===== config.mk =====
export PLATFORM = sky130hd
export DESIGN_NAME = alu_res_collector
export DESIGN_NICKNAME = d
export VERILOG_FILES = /design/src/rtl/alu_res_pkg.sv /design/src/rtl/res_sync_fifo.sv /design/src/rtl/alu_res_collector.sv
export SDC_FILE = /design/constraint.sdc
export NUM_CORES = 1
export LEC_CHECK = 0
export ABC_AREA = 1
export BUFFER_PORTS_ARGS = -buffer_cell sky130_fd_sc_hd__buf_2
export CORE_AREA = 2 2 198 200
export CTS_BUF_LIST = sky130_fd_sc_hd__clkbuf_16
export CTS_CLUSTER_DIAMETER = 120
export DETAILED_ROUTE_END_ITERATION = 10
export DIE_AREA = 0 0 200 202
export PLACE_DENSITY = 0.46
export SETUP_SLACK_MARGIN = 0.02
export SKIP_LAST_GASP = 1
export SYNTH_ARGS = -nofsm -noshare
export SYNTH_HDL_FRONTEND = slang
export SYNTH_SLANG_ARGS = --single-unit
export TNS_END_PERCENT = 30

===== constraint.sdc =====
create_clock -name clk -period 3.73 [get_ports clk]
set_input_delay 0.746 -clock clk [delete_from_list [all_inputs] [get_ports clk]]
set_output_delay 0.746 -clock clk [all_outputs]
set_load 0.01 [all_outputs]

===== src/rtl/alu_res_pkg.sv =====
// rtl/alu_res_pkg.sv - shared constants and helpers for the ALU result collector
//
// Purpose: source encodings, result-width computation and entry field offsets
// for alu_res_collector and its result FIFO.
package alu_res_pkg;

    localparam logic SRC_MUL = 1'b0;
    localparam logic SRC_ADD = 1'b1;

    // Result word is {id, carry, result}.
    function automatic int calc_res_w(input int data_size, input int id_size);
        return data_size + 1 + id_size;
    endfunction

    // Field offsets inside a FIFO entry {src, id, carry, result}.
    function automatic int result_lsb();
        return 0;
    endfunction

    function automatic int carry_pos(input int data_size);
        return data_size;
    endfunction

    function automatic int id_lsb(input int data_size);
        return data_size + 1;
    endfunction

    function automatic int src_pos(input int data_size, input int id_size);
        return calc_res_w(data_size, id_size);
    endfunction

endpackage


===== src/rtl/res_sync_fifo.sv =====
// rtl/res_sync_fifo.sv - first-word-fall-through synchronous result FIFO
//
// Purpose: DEPTH x WIDTH FIFO whose head is always visible on pop_data.
// Ports:
//   clk, rst_n          clock, asynchronous active-low reset
//   push, push_data     write request and entry (ignored when full)
//   pop                 remove head entry (ignored when empty)
//   pop_data            head entry (don't-care when empty)
//   full, empty, count  status derived from the pointers
module res_sync_fifo #(
    parameter int WIDTH = 26,
    parameter int DEPTH = 8,
    localparam int AW   = $clog2(DEPTH)
) (
    input  logic             clk,
    input  logic             rst_n,
    input  logic             push,
    input  logic [WIDTH-1:0] push_data,
    input  logic             pop,
    output logic [WIDTH-1:0] pop_data,
    output logic             full,
    output logic             empty,
    output logic [AW:0]      count
);

    logic [WIDTH-1:0] mem_q [DEPTH];
    logic [AW:0]      wr_ptr_q, wr_ptr_d;
    logic [AW:0]      rd_ptr_q, rd_ptr_d;
    logic             push_ok;
    logic             pop_ok;

    // Extra pointer MSB distinguishes full from empty when the low bits match.
    assign full     = (wr_ptr_q[AW] != rd_ptr_q[AW]) && (wr_ptr_q[AW-1:0] == rd_ptr_q[AW-1:0]);
    assign empty    = (wr_ptr_q == rd_ptr_q);
    assign count    = wr_ptr_q - rd_ptr_q;
    assign pop_data = mem_q[rd_ptr_q[AW-1:0]];

    assign push_ok = push && !full;
    assign pop_ok  = pop && !empty;

    always_comb begin
        wr_ptr_d = wr_ptr_q;
        rd_ptr_d = rd_ptr_q;
        if (push_ok) wr_ptr_d = wr_ptr_q + 1'b1;
        if (pop_ok)  rd_ptr_d = rd_ptr_q + 1'b1;
    end

    always_ff @(posedge clk or negedge rst_n) begin
        if (!rst_n) begin
            wr_ptr_q <= '0;
            rd_ptr_q <= '0;
        end else begin
            wr_ptr_q <= wr_ptr_d;
            rd_ptr_q <= rd_ptr_d;
        end
    end

    // Storage needs no reset: an entry is only observed after it is written.
    always_ff @(posedge clk) begin
        if (push_ok) mem_q[wr_ptr_q[AW-1:0]] <= push_data;
    end

endmodule


===== src/rtl/alu_res_collector.sv =====
// rtl/alu_res_collector.sv - round-robin capture of mul/add results into a result FIFO
//
// Purpose: holds one pending result per execution unit, grants one per cycle
// round-robin while the FIFO has space, and writes {src, id, carry, result}.
// Optional macro ALU_RES_OVF_CHECK_EN enables the sticky overrun flag ovf_err.
// Ports:
//   clk, rst_n                          clock, asynchronous active-low reset
//   m_valid_res, result_mul, mul_written multiplier capture and write acknowledge
//   a_valid_res, result_add, add_written adder capture and write acknowledge
//   ready_f_res                         FIFO not full
//   rd_en, res_out, res_valid, count    consumer side of the result FIFO
//   ovf_err                             sticky capture-overrun flag
module alu_res_collector
    import alu_res_pkg::*;
#(
    parameter int DATA_SIZE = 16,
    parameter int ID_SIZE   = 8,
    parameter int DEPTH     = 8,
    localparam int RES_W    = calc_res_w(DATA_SIZE, ID_SIZE),
    localparam int CNT_W    = $clog2(DEPTH) + 1
) (
    input  logic             clk,
    input  logic             rst_n,
    input  logic             m_valid_res,
    input  logic [RES_W-1:0] result_mul,
    output logic             mul_written,
    input  logic             a_valid_res,
    input  logic [RES_W-1:0] result_add,
    output logic             add_written,
    output logic             ready_f_res,
    input  logic             rd_en,
    output logic [RES_W:0]   res_out,
    output logic             res_valid,
    output logic [CNT_W-1:0] count,
    output logic             ovf_err
);

    logic             pend_mul_q, pend_mul_d;
    logic             pend_add_q, pend_add_d;
    logic [RES_W-1:0] data_mul_q, data_mul_d;
    logic [RES_W-1:0] data_add_q, data_add_d;
    logic             last_grant_q, last_grant_d;

    logic             fifo_full;
    logic             fifo_empty;
    logic             wr_ok;
    logic             grant_mul;
    logic             grant_add;
    logic             push;
    logic [RES_W:0]   push_data;

    // Occupancy at the start of the cycle decides; a same-cycle pop does not help.
    assign wr_ok = !fifo_full;

    // A tie goes to the source that did not win last time.
    assign grant_mul = wr_ok && pend_mul_q && (!pend_add_q || (last_grant_q == SRC_ADD));
    assign grant_add = wr_ok && pend_add_q && (!pend_mul_q || (last_grant_q == SRC_MUL));

    assign push      = grant_mul || grant_add;
    assign push_data = grant_mul ? {SRC_MUL, data_mul_q} : {SRC_ADD, data_add_q};

    assign mul_written = grant_mul;
    assign add_written = grant_add;
    assign ready_f_res = !fifo_full;
    assign res_valid   = !fifo_empty;

    always_comb begin
        pend_mul_d   = pend_mul_q;
        pend_add_d   = pend_add_q;
        data_mul_d   = data_mul_q;
        data_add_d   = data_add_q;
        last_grant_d = last_grant_q;

        if (grant_mul) begin
            pend_mul_d   = 1'b0;
            last_grant_d = SRC_MUL;
        end
        if (grant_add) begin
            pend_add_d   = 1'b0;
            last_grant_d = SRC_ADD;
        end

        // New capture wins over the clear: the granted old data is written
        // this cycle while the new data stays pending.
        if (m_valid_res) begin
            pend_mul_d = 1'b1;
            data_mul_d = result_mul;
        end
        if (a_valid_res) begin
            pend_add_d = 1'b1;
            data_add_d = result_add;
        end
    end

    always_ff @(posedge clk or negedge rst_n) begin
        if (!rst_n) begin
            pend_mul_q   <= 1'b0;
            pend_add_q   <= 1'b0;
            data_mul_q   <= '0;
            data_add_q   <= '0;
            last_grant_q <= SRC_ADD;
        end else begin
            pend_mul_q   <= pend_mul_d;
            pend_add_q   <= pend_add_d;
            data_mul_q   <= data_mul_d;
            data_add_q   <= data_add_d;
            last_grant_q <= last_grant_d;
        end
    end

`ifdef ALU_RES_OVF_CHECK_EN
    logic ovf_q, ovf_d;

    // Overrun: fresh data arrives while the previous one is still waiting.
    always_comb begin
        ovf_d = ovf_q
              | (m_valid_res && pend_mul_q && !grant_mul)
              | (a_valid_res && pend_add_q && !grant_add);
    end

    always_ff @(posedge clk or negedge rst_n) begin
        if (!rst_n) ovf_q <= 1'b0;
        else        ovf_q <= ovf_d;
    end

    assign ovf_err = ovf_q;
`else
    assign ovf_err = 1'b0;
`endif

    res_sync_fifo #(
        .WIDTH (RES_W + 1),
        .DEPTH (DEPTH)
    ) u_fifo (
        .clk       (clk),
        .rst_n     (rst_n),
        .push      (push),
        .push_data (push_data),
        .pop       (rd_en),
        .pop_data  (res_out),
        .full      (fifo_full),
        .empty     (fifo_empty),
        .count     (count)
    );

endmodule


# --- After elaboration in Yosys (flattened, before gate mapping) ---
# Memory sizes are Yosys's and may differ from the RTL's.
# Cells that the tools add are included.
totals:
  ff_bits: 61
  output_inout_bits: 35
  in_bits: 55
  ramBits: 208
  memories: 1
  elab_cells: 40
mem_list:
  columns: ["memory", "depth", "word_bits", "rd", "rd_clocked_by_memory_dff", "write_ports", "line", "rtl"]
  rows:
  - ["u_fifo.mem_q", 8, 26, 1, 0, 1, "res_sync_fifo.sv:26", "logic [WIDTH-1:0] mem_q [DEPTH];"]
classes:
  add_sub_neg: 3
  bitwise: 1
  mux: 8
  n_reduce_logical: 17
  eq_ne: 3
op_table:
  columns: ["operator", "n"]
  rows:
  - ["26-bit two-way mux", 1]
  - ["4-bit by 1-bit adder with 4-bit output, second input constant", 2]
  - ["1-bit logical AND", 7]
  - ["1-bit two-way mux", 7]
  - ["2-bit nonzero test", 3]
  - ["4-bit equality test", 1]
  - ["1-bit zero test", 4]
  - ["4-bit subtractor", 1]
  - ["3-bit equality test", 1]
  - ["1-bit logical OR", 3]
  - ["1-bit != test", 1]
  - ["1-bit NOT", 1]

# --- Longest topological paths before layout ---
logic_depth:
  word_depth: 9
  mapped_depth: 10
  depth_no_buf: 8

# --- Hierarchy ---
# Synthesis repeated with hierarchy kept, for this count alone.
unflattened:
  hier_cells: 1312
  hier_area_um2: 12111.6
modules_own_cells:
  columns: ["mod", "seq_area_each_um2", "area_each_um2", "cells_each", "instances"]
  rows:
  - ["res_sync_fifo", 6446.2, 9685.5, 994, 1]
  - ["alu_res_collector", 1327.5, 2426.1, 318, 1]

# --- Worst setup path after synthesis ---
# No wires, ideal clock.
synth_path:
  kind: "register to register"
  start: "reg u_fifo.rd_ptr_q[2]"
  end: "mem u_fifo.mem_q[0][0] (enable)"
  required_ns: 3.321
  n_path_buf: 2
  arrival_time_ns: 2.755
  synth_period_minus_slack_ns: 3.164
  stages_incl_launch_ff: 10
  path_slack_ns: 0.566
  setup_ns: 0.409
  path_cell_list: "dfrtp_1 -> clkinv_1 -> clkbuf_1 -> ha_1 -> nand2_2 -> nor2_4 -> nand2_4 -> o21ai_2 -> buf_4 -> nor2_1"
synth_via:
  elab_chain_len: 9
  word_cells_on_any_way: 11
  classes_between: "eq/ne (1); mux (2); reduce/logical (8)"
synth_rtl:
  columns: ["element", "line", "rtl"]
  rows:
  - ["from (decl)", "res_sync_fifo.sv:28", "logic [AW:0] rd_ptr_q, rd_ptr_d;"]
  - ["from (signal assigned)", "res_sync_fifo.sv:54", "rd_ptr_q <= rd_ptr_d;"]
  - ["3-bit equality test (*)", "res_sync_fifo.sv:33", "assign full = (wr_ptr_q[AW] != rd_ptr_q[AW]) && (wr_ptr_q[AW-1:0] == rd_ptr_q[AW-1:0]);"]
  - ["1-bit logical AND (*)", "res_sync_fifo.sv:33", null]
  - ["1-bit zero test (*)", null, null]
  - ["via ready_f_res", "alu_res_collector.sv:30", "output logic ready_f_res,"]
  - ["1-bit logical AND, on equally long branches (2 in a row)", "alu_res_collector.sv:56, alu_res_collector.sv:57", null]
  - ["1-bit logical OR", "alu_res_collector.sv:59", "assign push = grant_mul || grant_add;"]
  - ["1-bit logical AND (*)", "res_sync_fifo.sv:38", "assign push_ok = push && !full;"]
  - ["1-bit two-way mux (*)", "res_sync_fifo.sv:60", "if (push_ok) mem_q[wr_ptr_q[AW-1:0]] <= push_data;"]
  - ["1-bit two-way mux (implied by the code) (*)", "res_sync_fifo.sv:60", null]
  - ["to (decl)", "res_sync_fifo.sv:26", null]
# The timed path passes the listed nets; every way through them passes the cells marked *.

# --- Worst setup path after layout ---
layout_path:
  start: "reg u_fifo.rd_ptr_q[2]"
  end: "out mul_written"
layout_via:
  elab_chain_len: 5
layout_rtl:
  columns: ["element", "line", "rtl"]
  rows:
  - ["3-bit equality test", "res_sync_fifo.sv:33", null]
  - ["1-bit logical AND", "res_sync_fifo.sv:33", null]
  - ["1-bit zero test", "alu_res_collector.sv:53", "assign wr_ok = !fifo_full;"]
  - ["1-bit logical AND (2 in a row)", "alu_res_collector.sv:56", "assign grant_mul = wr_ok && pend_mul_q && (!pend_add_q || (last_grant_q == SRC_ADD));"]
  - ["to (decl)", "alu_res_collector.sv:26", "output logic mul_written,"]
# Every way passes these cells.

==> results.rst <==
.. list-table::
   :header-rows: 1

   * - Metric
     - Value
   * - Critical register-to-register path endpoint
     - u_fifo.mem_q[3][2]
   * - # hold bufs at CTS
     - 0
   * - Number of storage elements in the synthesis netlist
     - 269
   * - Power density cells
     - between 900 and 1000 nW/um2
   * - Cell leakage power
     - 5.410 nW
   * - Global route hottest layer
     - met2
   * - Register-to-Register Path Depth
     - 9
   * - Count of maximum capacitance violations
     - 0
   * - Met2 demand-to-capacity share in global routing
     - 23.80%
   * - Proportion of layout cells with a drive suffix above 1
     - 18.89%
   * - Maximum number of pins on one net before global-route repair
     - 57
   * - Final count of hold timing violations
     - 0
   * - Die ar.
     - about 40000 um2
   * - Remaining max-slew budget at the tightest pin
     - 43.82%
   * - Std cell rows
     - 72
   * - Status
     - finished, final reports clean
   * - Placed wire-length estimate after detailed placement
     - 16740 um
   * - Clk sink count
     - between 200 and 300
   * - Worst-skew pair later-pin latency
     - ~530 ps
   * - Post-CTS Setup Bufs
     - 0
   * - Number of buffers created by CTS
     - 29
   * - Kind of capture point of the worst setup path
     - output pin
   * - Setup repair after global routing missed its margin
     - no
   * - Total Routing Usage GR
     - between 10 and 15%
   * - CP Launch Type
     - flip-flop
   * - Number of iterations in the first detailed-routing pass
     - 5
   * - Biggest area contributors in the synthesized netlist
     - sky130_fd_sc_hd__edfxtp_1 55%, sky130_fd_sc_hd__dfrtp_1 13%, sky130_fd_sc_hd__nand2_1 8.7%, sky130_fd_sc_hd__nor2_1 7.2%, sky130_fd_sc_hd__o21ai_0 3.1%
   * - Share of the yosys chip area belonging to registers
     - between 60% and 70%
   * - Path type of the worst min-delay path
     - in -> async
   * - Critical Path Sink
     - mul_written
   * - Number of distinct standard cells referenced by the synthesized netlist
     - 29
   * - Number of global-route vias before repair
     - 7536
   * - Max-slew violation count
     - 0
   * - Number of top-level pins
     - 90
   * - Chip Width
     - around 200 um
   * - Commonest non-fill, non-tap cell in the layout
     - sky130_fd_sc_hd__nand2_1
   * - Placeable Area
     - between 30000 and 40000 um2
   * - Final setup vio count
     - 0
   * - Post-cts repair resize count
     - 0
   * - Final period util
     - 90.75%
   * - Highest attainable clock frequency
     - just under 0.3 GHz
   * - GR Overflow Total
     - 0
   * - Area growth from synthesis to final layout
     - 16.80%
   * - Total DRC errors in the routed layout
     - 0
   * - Synthesized instance count
     - around 1100
   * - Vias after detailed routing
     - around 7300
   * - Worst EP arrival
     - around 2600 ps
   * - Worst Clk Skew
     - 7.550 ps
   * - Post-DR wirelength/cell
     - around 16 um
   * - Routing usage on met1
     - between 10% and 20%
   * - Synthesized area per cell
     - 10.68 um2
   * - Worst-Margin Slew
     - between 800 and 900 ps
   * - Met3 layer usage reported by global route
     - under 10%
   * - TritonCTS clock tree
     - built
   * - H-tree level count
     - 1
   * - Final TNS setup
     - 0 ps
   * - Final GP Congestion
     - ~0.71
   * - Peak VDD IR
     - 0.3723 mV
   * - Routed wire length
     - about 28000 um
   * - Critical setup path kind
     - reg -> out
   * - Initial Util
     - between 20% and 30%
   * - Biggest fanout along the worst timing path
     - 38
   * - Ant. Diodes
     - 0
   * - Crit path required time
     - 2980 ps
   * - Shortest period the worst path allows
     - about 3400 ps
   * - Cell accounting for the most synthesized area
     - sky130_fd_sc_hd__edfxtp_1
   * - Clock root buffer
     - sky130_fd_sc_hd__clkbuf_16
   * - Global-route wire length before repair
     - between 40000 and 50000 um
   * - Highest-count cells in the layout ignoring fill and taps
     - 264 x sky130_fd_sc_hd__nand2_1, 209 x sky130_fd_sc_hd__nor2_1, 208 x sky130_fd_sc_hd__edfxtp_1
   * - Clock Pin Slew Worst Setup and Hold Paths
     - about 60 ps
   * - Synth warnings
     - 0
   * - Worst setup path start
     - u_fifo.rd_ptr_q[2]
   * - Post-synthesis net count
     - 1127
   * - Synthesized cell area
     - about 11000 um2
   * - DRT iter0 DRCs
     - approximately 370
   * - Via-per-instance ratio
     - 4.323
   * - Die Y
     - just over 200 um
   * - Area fraction of the dominant cell type after synthesis
     - between 50% and 60%
   * - Number of routed nets with antenna violations
     - 0
   * - Antenna violations before repair
     - 0
   * - R2R Setup Slk
     - around 930 ps
   * - CTS max path bufs
     - 3
   * - Startpoint of the most critical register-to-register path
     - u_fifo.rd_ptr_q[2]
   * - Power after layout
     - 0.01225 W
   * - Final net count
     - about 1200
   * - Number of I/O port buffers
     - 88
-- stage by stage --
step	util (%)	area, um2	setup WS (ps)	std cells	hold WS (ps)
final	34.74	13300	345.0	1693	229.5
after global routing	34.74	13300	108.0	1693	272.4
after CTS	34.74	13300	263.9	1693	236.8
after detailed placement	32.44	12420	844.6	1640	467.5
after global placement	32.44	12420	805.4	1640	464.5
after floorplan	-	11390	566.0	1066	442.2
-- worst min-delay path by stage --
stage	start	to	slack, ps	depth (start not counted)
after floorplan	data_add_q[0]	data_add_q[0]	440	2
after global routing	rst_n	data_add_q[21]	270	1
after CTS	rst_n	data_add_q[22]	240	1
after detailed placement	data_add_q[0]	data_add_q[0]	470	2
after global placement	data_add_q[0]	data_add_q[0]	460	2
final	rst_n	data_add_q[22]	230	1
-- synth_stat cells --
cell type / count
sky130_fd_sc_hd__nand3_1: 11
sky130_fd_sc_hd__fa_1: 1
sky130_fd_sc_hd__buf_6: 10
sky130_fd_sc_hd__a21oi_2: 1
sky130_fd_sc_hd__ha_1: 5
sky130_fd_sc_hd__inv_2: 2
sky130_fd_sc_hd__nand2_4: 2
sky130_fd_sc_hd__nand2_2: 24
sky130_fd_sc_hd__o211ai_1: 4
sky130_fd_sc_hd__o21ai_1: 60
sky130_fd_sc_hd__a21boi_4: 1
sky130_fd_sc_hd__conb_1: 1
sky130_fd_sc_hd__buf_4: 3
sky130_fd_sc_hd__o21ai_2: 26
sky130_fd_sc_hd__buf_1: 1
sky130_fd_sc_hd__nor2_1: 217
sky130_fd_sc_hd__clkbuf_1: 25
sky130_fd_sc_hd__xor2_1: 4
sky130_fd_sc_hd__a21oi_1: 2
sky130_fd_sc_hd__inv_1: 38
sky130_fd_sc_hd__edfxtp_1: 208
sky130_fd_sc_hd__o21ai_0: 70
sky130_fd_sc_hd__clkinv_1: 2
sky130_fd_sc_hd__nor2_4: 1
sky130_fd_sc_hd__nand2_1: 264
sky130_fd_sc_hd__nand4_1: 2
sky130_fd_sc_hd__buf_2: 20
sky130_fd_sc_hd__dfrtp_1: 60
sky130_fd_sc_hd__dfstp_2: 1
-- logic make-up after synthesis --
family,count (synthesis),share of synthesized area [%]
adders and majority gates,6,0.7251
DFF,269,68.26
other,1,0.03293
and+or+nand+nor,521,18.06
buffers and inverters,101,4.307
xor gates and xnor gates,4,0.3076
AOI/OAI and AO/OA,164,8.306
-- worst max-delay path: stages (launching register included) --
cell and delay, ps:
sky130_fd_sc_hd__dfrtp_1 360, sky130_fd_sc_hd__clkinv_1 70, sky130_fd_sc_hd__buf_4 260, sky130_fd_sc_hd__ha_1 400
sky130_fd_sc_hd__nand2_2 80, sky130_fd_sc_hd__nor2_4 120, sky130_fd_sc_hd__nand2_4 100, sky130_fd_sc_hd__nand2_4 420
sky130_fd_sc_hd__inv_1 120, sky130_fd_sc_hd__buf_2 170
-- layer usage --
layer  vias up  share of wire, %
li1       3710                 -
met5         -                 0
met2       124                47
met1      3445                47
met3        40               4.0
met4         0               1.9
-- flip-flops by register name, summed over array words and instances, names as in the netlist --
signal,flops
pend_mul_q,1
data_add_q,25
data_mul_q,25
u_fifo.rd_ptr_q,4
u_fifo.wr_ptr_q,4
last_grant_q,1
pend_add_q,1
u_fifo.mem_q,208
-- power by group --
part           switching, W  leakage (nW)  internal (W)
logic               0.00332          2.29       0.00137
clock network       0.00113         0.462       0.00154
registers          0.000311          2.66       0.00457
total               0.00476          5.41       0.00749
-- final cells by class --
type | instances | area (um2)
Clock buffer | 29 | 725.7
Clock inverter | 24 | 156.4
Timing Repair Buffer | 115 | 693.2
Tap cell | 518 | 648.1
Sequential cell | 269 | 7776
Multi-Input combinational cell | 696 | 3144
Fill cell | 3912 | 24990
Inverter | 42 | 157.7
Note: power is estimated with default switching activity, not from simulation.
